File: src/rtl/mips_pkg.sv
// Shared fetch-stage constants: reset PC, bubble encoding, FSM states and
// register-field positions within an instruction word.
package mips_pkg;

  localparam logic [31:0] RESET_PC  = 32'h0000_0000;
  localparam logic [31:0] NOP_INSTR = 32'h0000_0000;

  localparam int RS_MSB = 25;
  localparam int RS_LSB = 21;
  localparam int RT_MSB = 20;
  localparam int RT_LSB = 16;

  // HOLD parks an accepted word while decode is stalled; DROP waits out a
  // request that a redirect has already made stale.
  typedef enum logic [1:0] {
    FETCH = 2'd0,
    HOLD  = 2'd1,
    DROP  = 2'd2
  } fetch_state_e;

  function automatic logic [31:0] pc_plus4(input logic [31:0] pc);
    return pc + 32'd4;
  endfunction

endpackage

File: src/rtl/if_id_reg.sv
// IF/ID pipeline register with bubble (highest priority), load and hold.
module if_id_reg #(
  parameter logic [31:0] NOP_INSTR = 32'h0000_0000
) (
  input  logic        clk,
  input  logic        rst,
  input  logic        bubble_i,
  input  logic        load_i,
  input  logic [31:0] instr_i,
  input  logic [31:0] pc4_i,
  output logic [31:0] instr_o,
  output logic [31:0] pc4_o,
  output logic        valid_o
);

  logic [31:0] instr_q;
  logic [31:0] pc4_q;
  logic        valid_q;

  always_ff @(posedge clk) begin
    if (rst || bubble_i) begin
      instr_q <= NOP_INSTR;
      pc4_q   <= 32'd0;
      valid_q <= 1'b0;
    end else if (load_i) begin
      instr_q <= instr_i;
      pc4_q   <= pc4_i;
      valid_q <= 1'b1;
    end
  end

  assign instr_o = instr_q;
  assign pc4_o   = pc4_q;
  assign valid_o = valid_q;

endmodule

File: src/rtl/fetch_stage.sv
// Instruction fetch: PC sequencing, single-request memory handshake, a
// one-entry stall buffer and redirect handling in front of the IF/ID register.
module fetch_stage
  import mips_pkg::*;
#(
  parameter logic [31:0] RESET_PC  = mips_pkg::RESET_PC,
  parameter logic [31:0] NOP_INSTR = mips_pkg::NOP_INSTR
) (
  input  logic        clk,
  input  logic        rst,
  input  logic        stall,
  input  logic        branch_taken,
  input  logic [31:0] branch_target,
  output logic        imem_req,
  output logic [31:0] imem_addr,
  input  logic        imem_ready,
  input  logic [31:0] imem_data,
  output logic [31:0] if_id_instr,
  output logic [31:0] if_id_pc4,
  output logic        if_id_valid,
  output logic [4:0]  if_rs,
  output logic [4:0]  if_rt
);

  fetch_state_e state_q, state_d;
  logic [31:0]  pc_q, pc_d;
  logic [31:0]  buf_instr_q, buf_instr_d;
  logic [31:0]  buf_pc4_q, buf_pc4_d;
  logic [31:0]  redirect_q, redirect_d;

  logic         ifid_load;
  logic         ifid_bubble;
  logic [31:0]  ifid_instr_d;
  logic [31:0]  ifid_pc4_d;

  always_ff @(posedge clk) begin
    if (rst) begin
      state_q     <= FETCH;
      pc_q        <= RESET_PC;
      buf_instr_q <= 32'd0;
      buf_pc4_q   <= 32'd0;
      redirect_q  <= 32'd0;
    end else begin
      state_q     <= state_d;
      pc_q        <= pc_d;
      buf_instr_q <= buf_instr_d;
      buf_pc4_q   <= buf_pc4_d;
      redirect_q  <= redirect_d;
    end
  end

  always_comb begin
    state_d      = state_q;
    pc_d         = pc_q;
    buf_instr_d  = buf_instr_q;
    buf_pc4_d    = buf_pc4_q;
    redirect_d   = redirect_q;
    ifid_load    = 1'b0;
    ifid_bubble  = 1'b0;
    ifid_instr_d = imem_data;
    ifid_pc4_d   = pc_plus4(pc_q);
    imem_req     = 1'b0;
    imem_addr    = pc_q;

    unique case (state_q)
      FETCH: begin
        imem_req = 1'b1;
        if (branch_taken) begin
          ifid_bubble = 1'b1;
          if (imem_ready) begin
            pc_d = branch_target;
          end else begin
            // Request still in flight: remember where to go once it retires.
            redirect_d = branch_target;
            state_d    = DROP;
          end
        end else if (imem_ready) begin
          pc_d = pc_plus4(pc_q);
          if (stall) begin
            buf_instr_d = imem_data;
            buf_pc4_d   = pc_plus4(pc_q);
            state_d     = HOLD;
          end else begin
            ifid_load = 1'b1;
          end
        end else if (!stall) begin
          ifid_bubble = 1'b1;
        end
      end

      HOLD: begin
        if (branch_taken) begin
          ifid_bubble = 1'b1;
          pc_d        = branch_target;
          buf_instr_d = 32'd0;
          buf_pc4_d   = 32'd0;
          state_d     = FETCH;
        end else if (!stall) begin
          ifid_load    = 1'b1;
          ifid_instr_d = buf_instr_q;
          ifid_pc4_d   = buf_pc4_q;
          state_d      = FETCH;
        end
      end

      DROP: begin
        imem_req    = 1'b1;
        ifid_bubble = 1'b1;
        if (branch_taken) begin
          redirect_d = branch_target;
        end
        if (imem_ready) begin
          pc_d    = branch_taken ? branch_target : redirect_q;
          state_d = FETCH;
        end
      end

      default: begin
        state_d = FETCH;
      end
    endcase

    if (rst) begin
      imem_req = 1'b0;
    end
  end

  if_id_reg #(
    .NOP_INSTR(NOP_INSTR)
  ) u_if_id_reg (
    .clk      (clk),
    .rst      (rst),
    .bubble_i (ifid_bubble),
    .load_i   (ifid_load),
    .instr_i  (ifid_instr_d),
    .pc4_i    (ifid_pc4_d),
    .instr_o  (if_id_instr),
    .pc4_o    (if_id_pc4),
    .valid_o  (if_id_valid)
  );

  assign if_rs = if_id_instr[RS_MSB:RS_LSB];
  assign if_rt = if_id_instr[RT_MSB:RT_LSB];

endmodule

File: config.mk
export PLATFORM = sky130hd
export DESIGN_NAME = fetch_stage
export DESIGN_NICKNAME = d
export VERILOG_FILES = /design/src/rtl/mips_pkg.sv /design/src/rtl/if_id_reg.sv /design/src/rtl/fetch_stage.sv
export SDC_FILE = /design/constraint.sdc
export NUM_CORES = 1
export LEC_CHECK = 0
export BUFFER_PORTS_ARGS = -buffer_cell sky130_fd_sc_hd__clkbuf_2
export CAP_MARGIN = 20
export CORE_UTILIZATION = 60
export CTS_CLUSTER_DIAMETER = 120
export DETAILED_ROUTE_END_ITERATION = 8
export PLACE_DENSITY = 0.86
export SETUP_SLACK_MARGIN = 0.15
export SYNTH_ARGS = -nofsm -noshare
export SYNTH_HDL_FRONTEND = slang
export SYNTH_SLANG_ARGS = --single-unit
File: constraint.sdc
create_clock -name clk -period 5.9 [get_ports clk]
set_input_delay 1.18 -clock clk [delete_from_list [all_inputs] [get_ports clk]]
set_output_delay 1.18 -clock clk [all_outputs]
set_load 0.05 [all_outputs]
# Word-level counts from Yosys, hierarchy flattened

Index checks and enable logic that the tools add are counted.

Muxes and demuxes: 42
Eq/ne operators: 12
Reduce and logical (&&, ||, !) cells: 10
$add $sub $neg: 1

Operators with widths:

| kind                                                                  | number |
|---|---|
| 32-bit two-way mux                                                    | 19 |
| 32-bit one-hot mux with 2 select lines                                | 3 |
| 32-bit one-hot mux with 3 select lines                                | 1 |
| 32-bit by 3-bit adder with 32-bit output, second input constant       | 1 |
| 2-bit two-way mux                                                     | 7 |
| 2-bit != test, second input constant                                  | 6 |
| 3-bit != test, second input constant                                  | 4 |
| 1-bit two-way mux                                                     | 9 |
| 4-bit AND reduction                                                   | 2 |
| 2-bit one-hot mux with 3 select lines                                 | 1 |
| 5-bit AND reduction                                                   | 1 |
| 2-bit nonzero test                                                    | 2 |
| 1-bit one-hot mux with 3 select lines                                 | 1 |
| 3-bit AND reduction                                                   | 1 |
| 3-bit nonzero test                                                    | 1 |
| 2-bit by 1-bit equality test with 1-bit output, second input constant | 1 |
| 2-bit equality test, second input constant                            | 1 |
| 2-bit zero test                                                       | 1 |
| 1-bit one-hot mux with 2 select lines                                 | 1 |
| 2-bit OR reduction                                                    | 1 |
| 1-bit logical OR                                                      | 1 |

Output and inout bits: 108
Word-level logic and storage cells: 73
Bits of input ports: 69
Bits in registers: 195

# Depth between registers and ports, before layout

Depth after elaboration: 5
Gate-level depth with buffers: 10
Depth with buffers taken out: 7

# Hierarchy

From an unflattened synthesis, not the netlist that was laid out.

Cell total of the unflattened synthesis: 1,128
Area total of the unflattened synthesis: 9,535.4 sq um

Modules (own cells, without submodules):

| module      | seq. area each (sq um) | area an instance (sq um) | instances | cells each |
|---|---|---|---|---|
| fetch_stage | 2,602.5                | 7,195.7                  | 1         | 918 |
| if_id_reg   | 1,301.2                | 2,339.7                  | 1         | 210 |

# Worst setup path before layout

Ideal clock, no wire load.

Kind: input -> output
Start point: input rst
End point: output imem_req
Required time: 4.720 ns
Buffers on the path: 3
Path slack: 2.309 ns
Arrival: 2.411 ns
Stages on the path: 4
Cells stage by stage: clkbuf_1 -> clkbuf_1 -> clkbuf_1 -> nor2_1

Longest elaborated chain between the ends: 1

RTL lines:

| element            | line               | RTL |
|---|---|---|
| start: declaration | fetch_stage.sv:10  | `input logic rst,` |
| 1-bit two-way mux  | fetch_stage.sv:123 | `if (rst) begin` |
| end: declaration   | fetch_stage.sv:14  | `output logic imem_req,` |

Every way passes these cells.

# Worst setup path after layout

Start point: register state_q[1]
End point: register buf_pc4_q[6]

Longest elaborated chain between the ends: 3
Elaborated cells on any way between the ends: 8
Those cells by class: eq/ne: 4; mux: 1; reduce/logical: 3

RTL lines:

| element                                                                                  | line              | RTL |
|---|---|---|
| start: declaration                                                                       | fetch_stage.sv:25 | `fetch_state_e state_q, state_d;` |
| start signal: assignment                                                                 | fetch_stage.sv:44 | `state_q <= state_d;` |
| 2-bit by 1-bit equality test with 1-bit output / 2-bit zero test (equally long branches) | fetch_stage.sv:65 | `unique case (state_q)` |
| 2-bit != test (no line) / 2-bit nonzero test (equally long branches)                     | n/a               |  |
| 4-bit AND reduction (no line)                                                            | n/a               |  |
| end signal: assignment                                                                   | fetch_stage.sv:47 | `buf_pc4_q <= buf_pc4_d;` |
| end: declaration                                                                         | fetch_stage.sv:28 | `logic [31:0] buf_pc4_q, buf_pc4_d;` |

Several ways; a longest one is shown, not always the timed one.
A chain may end at the register's enable or synchronous reset.

==> summary by stage <==
Run status
The flow ran to the end, but the final reports show violations. The checks that failed: DRC.

Setup path
The critical path starts at state_q[1]. The endpoint identified for the worst register-to-register timing path is buf_pc4_q[6]. Walking the worst path, the cells encountered are inv_1 -> ha_1 -> and3b_1 -> and3_1 -> buf_4 -> nor2_2 -> buf_4 -> a22oi_1 -> nor2_1. The critical-path maximum fanout is 46. The kind of capture point of the worst setup path is a flip-flop.

Counting both buffers and inverters, the worst setup path holds a total of 3. For the worst setup path, the data arrival time is 3.71 ns. The register-to-register setup slack is 2.56 ns. The critical path runs through a total of 9 cells. The worst register-to-register path begins at state_q[1]. For the worst setup path, the data required time is 6.27 ns. The type of the worst setup path is reg2reg. The most critical setup path has its endpoint at buf_pc4_q[6]. The depth of the worst register-to-register path is 9.

The delay of the slowest cell on the worst path is 0.74 ns. The worst setup path is launched from a flip-flop. The family with the most delay on the worst path is simple AND/OR/NAND/NOR gates. On the critical path, the stage with the largest delay is an instance of ha_1. The dominant cell type by count on the critical path is buf_4.

Pwr
Of the total power, combinational logic draws 0.198. The leakage power of the design is 4.00 nW. Summing internal, switching and leakage power gives 3.22 mW. Across the VDD grid, the largest voltage drop is 0.324 mV. The internal power is 2.13 mW. In this run the power spent charging and discharging nets is about 1.1 mW.

The total power per unit cell area is 309 nW/um^2. The clock network fraction of total power is 0.347. Of the total power, the share spent switching nets is 0.338.

The sequential share of power is 0.455.

Worst hold path
Along the worst hold path, the cell count comes to 2. The type of the worst min-delay path is reg2reg.

Routing
The DRC marker count from the first detailed-route iteration is 1,134. The detailed-route via count is 8,950. After detailed routing, the number of vias per cell comes to roughly 6.3. The first-pass detailed-route iteration total is 9. The total wire length after detailed routing is 25,300 microns. Once detail routing completed, the nets flagged for antenna violations numbered 0. In the routed design, unresolved DRC markers number 26.

In the final routed layout, each cell accounts on average for ~18 microns.

Yosys
Of the synthesized area, sequential elements account for 0.430. The net count after synthesis is 1,207. The flip-flop and latch count after synthesis is 195. The number of warnings printed during yosys synthesis is 0. The post-synthesis async set-or-reset flop share is 0. The synthesized cell area is a little over 9000 sq um. Counting flops with a built-in enable in the synthesized netlist gives 0. The number of cells produced by synthesis is 1,133. The most instantiated flip-flop cell in the synthesis netlist is dfxtp_1.

After synthesis, the mean cell area works out to 8.01 sq um. After synthesis, the netlist uses between 60 and 70 different library cells.

STA
For the final routed database, the setup TNS stands at 0 ns. The share of the cycle needed by the critical path after routing is 0.566. Setup violations remaining at the end of the flow were counted as 0.

The final max-slew violation count came to 0. Derived from the worst setup path, the maximum achievable clock frequency is 0.299 GHz. Setup repair after global routing left no endpoint under its margin. The worst setup margin is 2.56 ns. The clock skew is ~0.0082 ns. For the pin with the worst max-slew slack, the measured transition is 0.978 ns.

The relative slew slack is 0.348. The final-report hold violation count is 0. The time the final worst path needs with I/O delays and setup is between 3 and 4 ns.

Global route
The wire length of the first global-routing pass is 40,700 microns. In the global route stage, overall resource usage came out at 0.322. The number of antenna violations at the first check in global routing came to 0. The remaining global-route overflow is 0.

The number of global-route vias before repair is 7,942. Entering global routing, the biggest net connects 63 pins.

Floorplanning
The number of top-level design ports is 177. From bottom edge to top edge, the die measures about 130 microns. The standard cell core area is about 15,000 sq um. The floorplan has 44 rows. The starting utilization of the core area is 0.620.

The floorplan die area is 15,600 sq um. The x dimension of the die is about 130 microns.

Layout
The area added between synthesis and finish is 15.1%. For this run, the post-layout net count is 1,306. The number of non-filler instances in the completed layout is 1,429. In the layout the commonest cells are nand2_1, dfxtp_1, clkbuf_2. Once layout is done, the placed cells without fillers occupy 10,500 sq um.

The final antenna diode count is 0. The most common cell after layout, fill and taps aside is nand2_1. The number of filler cells placed in the layout is 1,186. The share of layout cells above drive strength 1 is 0.198.

Clock network
The number of gates resized after CTS was 0. The number of clock buffers added by TritonCTS is 17. The H-tree was split into 4 levels. The clock sink total is around 200. The clock transition time at the flip-flop clock pins of the worst setup and hold paths is ~0.070 ns. The number of hold buffers added after CTS was 0. The longest clock path from root to sink contains 2 buffers.

For the worst-skew pair, the clock arrives at the later sink with an insertion delay of 0.44 ns. The cell chosen for the clock root is clkbuf_16. TritonCTS built the clock tree. The number of setup buffers added after CTS is 0.

Place
Once placement finished, the instance area stood at 9860 sq um. After legalization and detailed placement, the total HPWL measured 16,700 microns. Routability-driven placement finished with a final weighted congestion of between 0.9 and 1. The port buffer count is 176. After detailed placement, the design holds a cell count of 1,396. Before CTS, the worst setup slack after placement is 2.38 ns.

Job
The tool flagged a number of max-cap violations equal to 0.
-- metal layers --
metal	track usage	part of all wire	vias to the layer above	routed length, microns
met1	0.454	0.42	4163	10700
li1	-	-	4258	-
met3	0.0608	0.094	38	2370
met2	0.498	0.47	491	11800
met5	0	0	-	0
met4	0.105	0.017	0	423
-- per-stage QoR --
| stage | hold WS (ns) | util |
|---|---|---|
| after floorplan | 0.422 | - |
| after global placement | 0.434 | 0.672 |
| after detailed placement | 0.443 | 0.673 |
| after CTS | 0.456 | 0.712 |
| after global routing | 0.473 | 0.714 |
| final | 0.455 | 0.714 |
-- logic make-up (layout without fill, tap and decap cells) --
logic type / Yosys count / count (layout) / share of synthesized area
xor gates and xnor gates: 24 / 24 / 0.0232
buffers and inverters: 124 / 236 / 0.0587
muxes: 12 / 12 / 0.0139
DFF: 195 / 195 / 0.430
AOI/OAI and AO/OA: 333 / 333 / 0.252
adders and majority gates: 5 / 5 / 0.00689
and+or+nand+nor: 440 / 440 / 0.215
-- synth_stat cells, types with 3 or more instances --
cell | n | area [sq um]
dfxtp_1 | 195 | 3900
nor2b_1 | 6 | 37.5
mux2_2 | 5 | 56.3
nor4b_1 | 3 | 26.3
nor4_1 | 6 | 37.5
a22o_1 | 9 | 78.8
and4_1 | 7 | 61.3
and2_1 | 3 | 18.8
nor2_1 | 132 | 495
nand3_1 | 16 | 80.1
xor2_1 | 3 | 26.3
a21o_1 | 5 | 37.5
nand4_1 | 11 | 68.8
o21a_1 | 9 | 67.6
nor3_1 | 27 | 135
and3_1 | 4 | 25.0
o21bai_1 | 4 | 30.0
nand2_1 | 200 | 751
a221oi_1 | 14 | 123
a221o_1 | 7 | 70.1
inv_1 | 10 | 37.5
a211oi_1 | 11 | 82.6
o221a_2 | 3 | 33.8
a22oi_1 | 68 | 510
clkbuf_1 | 69 | 259
ha_1 | 5 | 62.6
mux2i_1 | 7 | 70.1
a31oi_1 | 6 | 37.5
or3_1 | 5 | 31.3
a21oi_1 | 88 | 440
clkbuf_2 | 4 | 20.0
o22ai_1 | 15 | 93.8
buf_1 | 15 | 56.3
o32ai_1 | 4 | 35.0
xnor2_1 | 21 | 184
nand2b_1 | 7 | 43.8
buf_2 | 14 | 70.1
a311oi_1 | 36 | 315
buf_4 | 10 | 75.1
o21ai_0 | 36 | 180
-- worst reg2reg max path, delay by kind of cell (launching register included) --
family	cells	cell delay [ns]
AND/OR/NAND/NOR	4	1.21
buffers and inverters	3	0.83
adder cells (fa/ha/maj)	1	0.74
flip-flops	1	0.34
AO/OA/AOI/OAI	1	0.14
-- final cells by class --
cell class | instances | area [sq um] | share of cell area
clock inverter | 15 | 139 | 0.0133
clock buffer | 17 | 425 | 0.0407
tap | 184 | 230 | 0.0220
multi-input combinational | 814 | 4680 | 0.447
inverter | 11 | 41.3 | 0.00395
timing repair buffer | 193 | 1030 | 0.0990
sequential | 195 | 3900 | 0.374
-- power by group through the flow --
stage / sequential, mW / clock (mW) / combinational (mW)
2_1_floorplan: 1.59 / 0 / 0.344
3_3_place_gp: 1.49 / 0 / 0.612
3_5_place_dp: 1.49 / 0 / 0.623
4_1_cts: 1.46 / 1.12 / 0.627
5_1_grt: 1.47 / 1.18 / 0.686
6_report: 1.47 / 1.12 / 0.639
-- worst min path at each step --
stage,start,endpoint,slack (ns)
5_1_grt,redirect_q[12],redirect_q[12],0.47
4_1_cts,u_if_id_reg.pc4_o[5],u_if_id_reg.pc4_o[5],0.46
2_1_floorplan,buf_pc4_q[16],buf_pc4_q[16],0.42
3_5_place_dp,buf_pc4_q[20],buf_pc4_q[20],0.44
6_report,buf_pc4_q[20],buf_pc4_q[20],0.45
3_3_place_gp,buf_pc4_q[23],buf_pc4_q[23],0.43
-- registers in the layout, summed over array words and instances (netlist names) --
name,count
buf_instr_q,32
buf_pc4_q,32
imem_addr,32
redirect_q,32
state_q,2
u_if_id_reg.instr_o,32
u_if_id_reg.pc4_o,32
u_if_id_reg.valid_o,1
No activity file was read; power rests on OpenSTA's default activity.
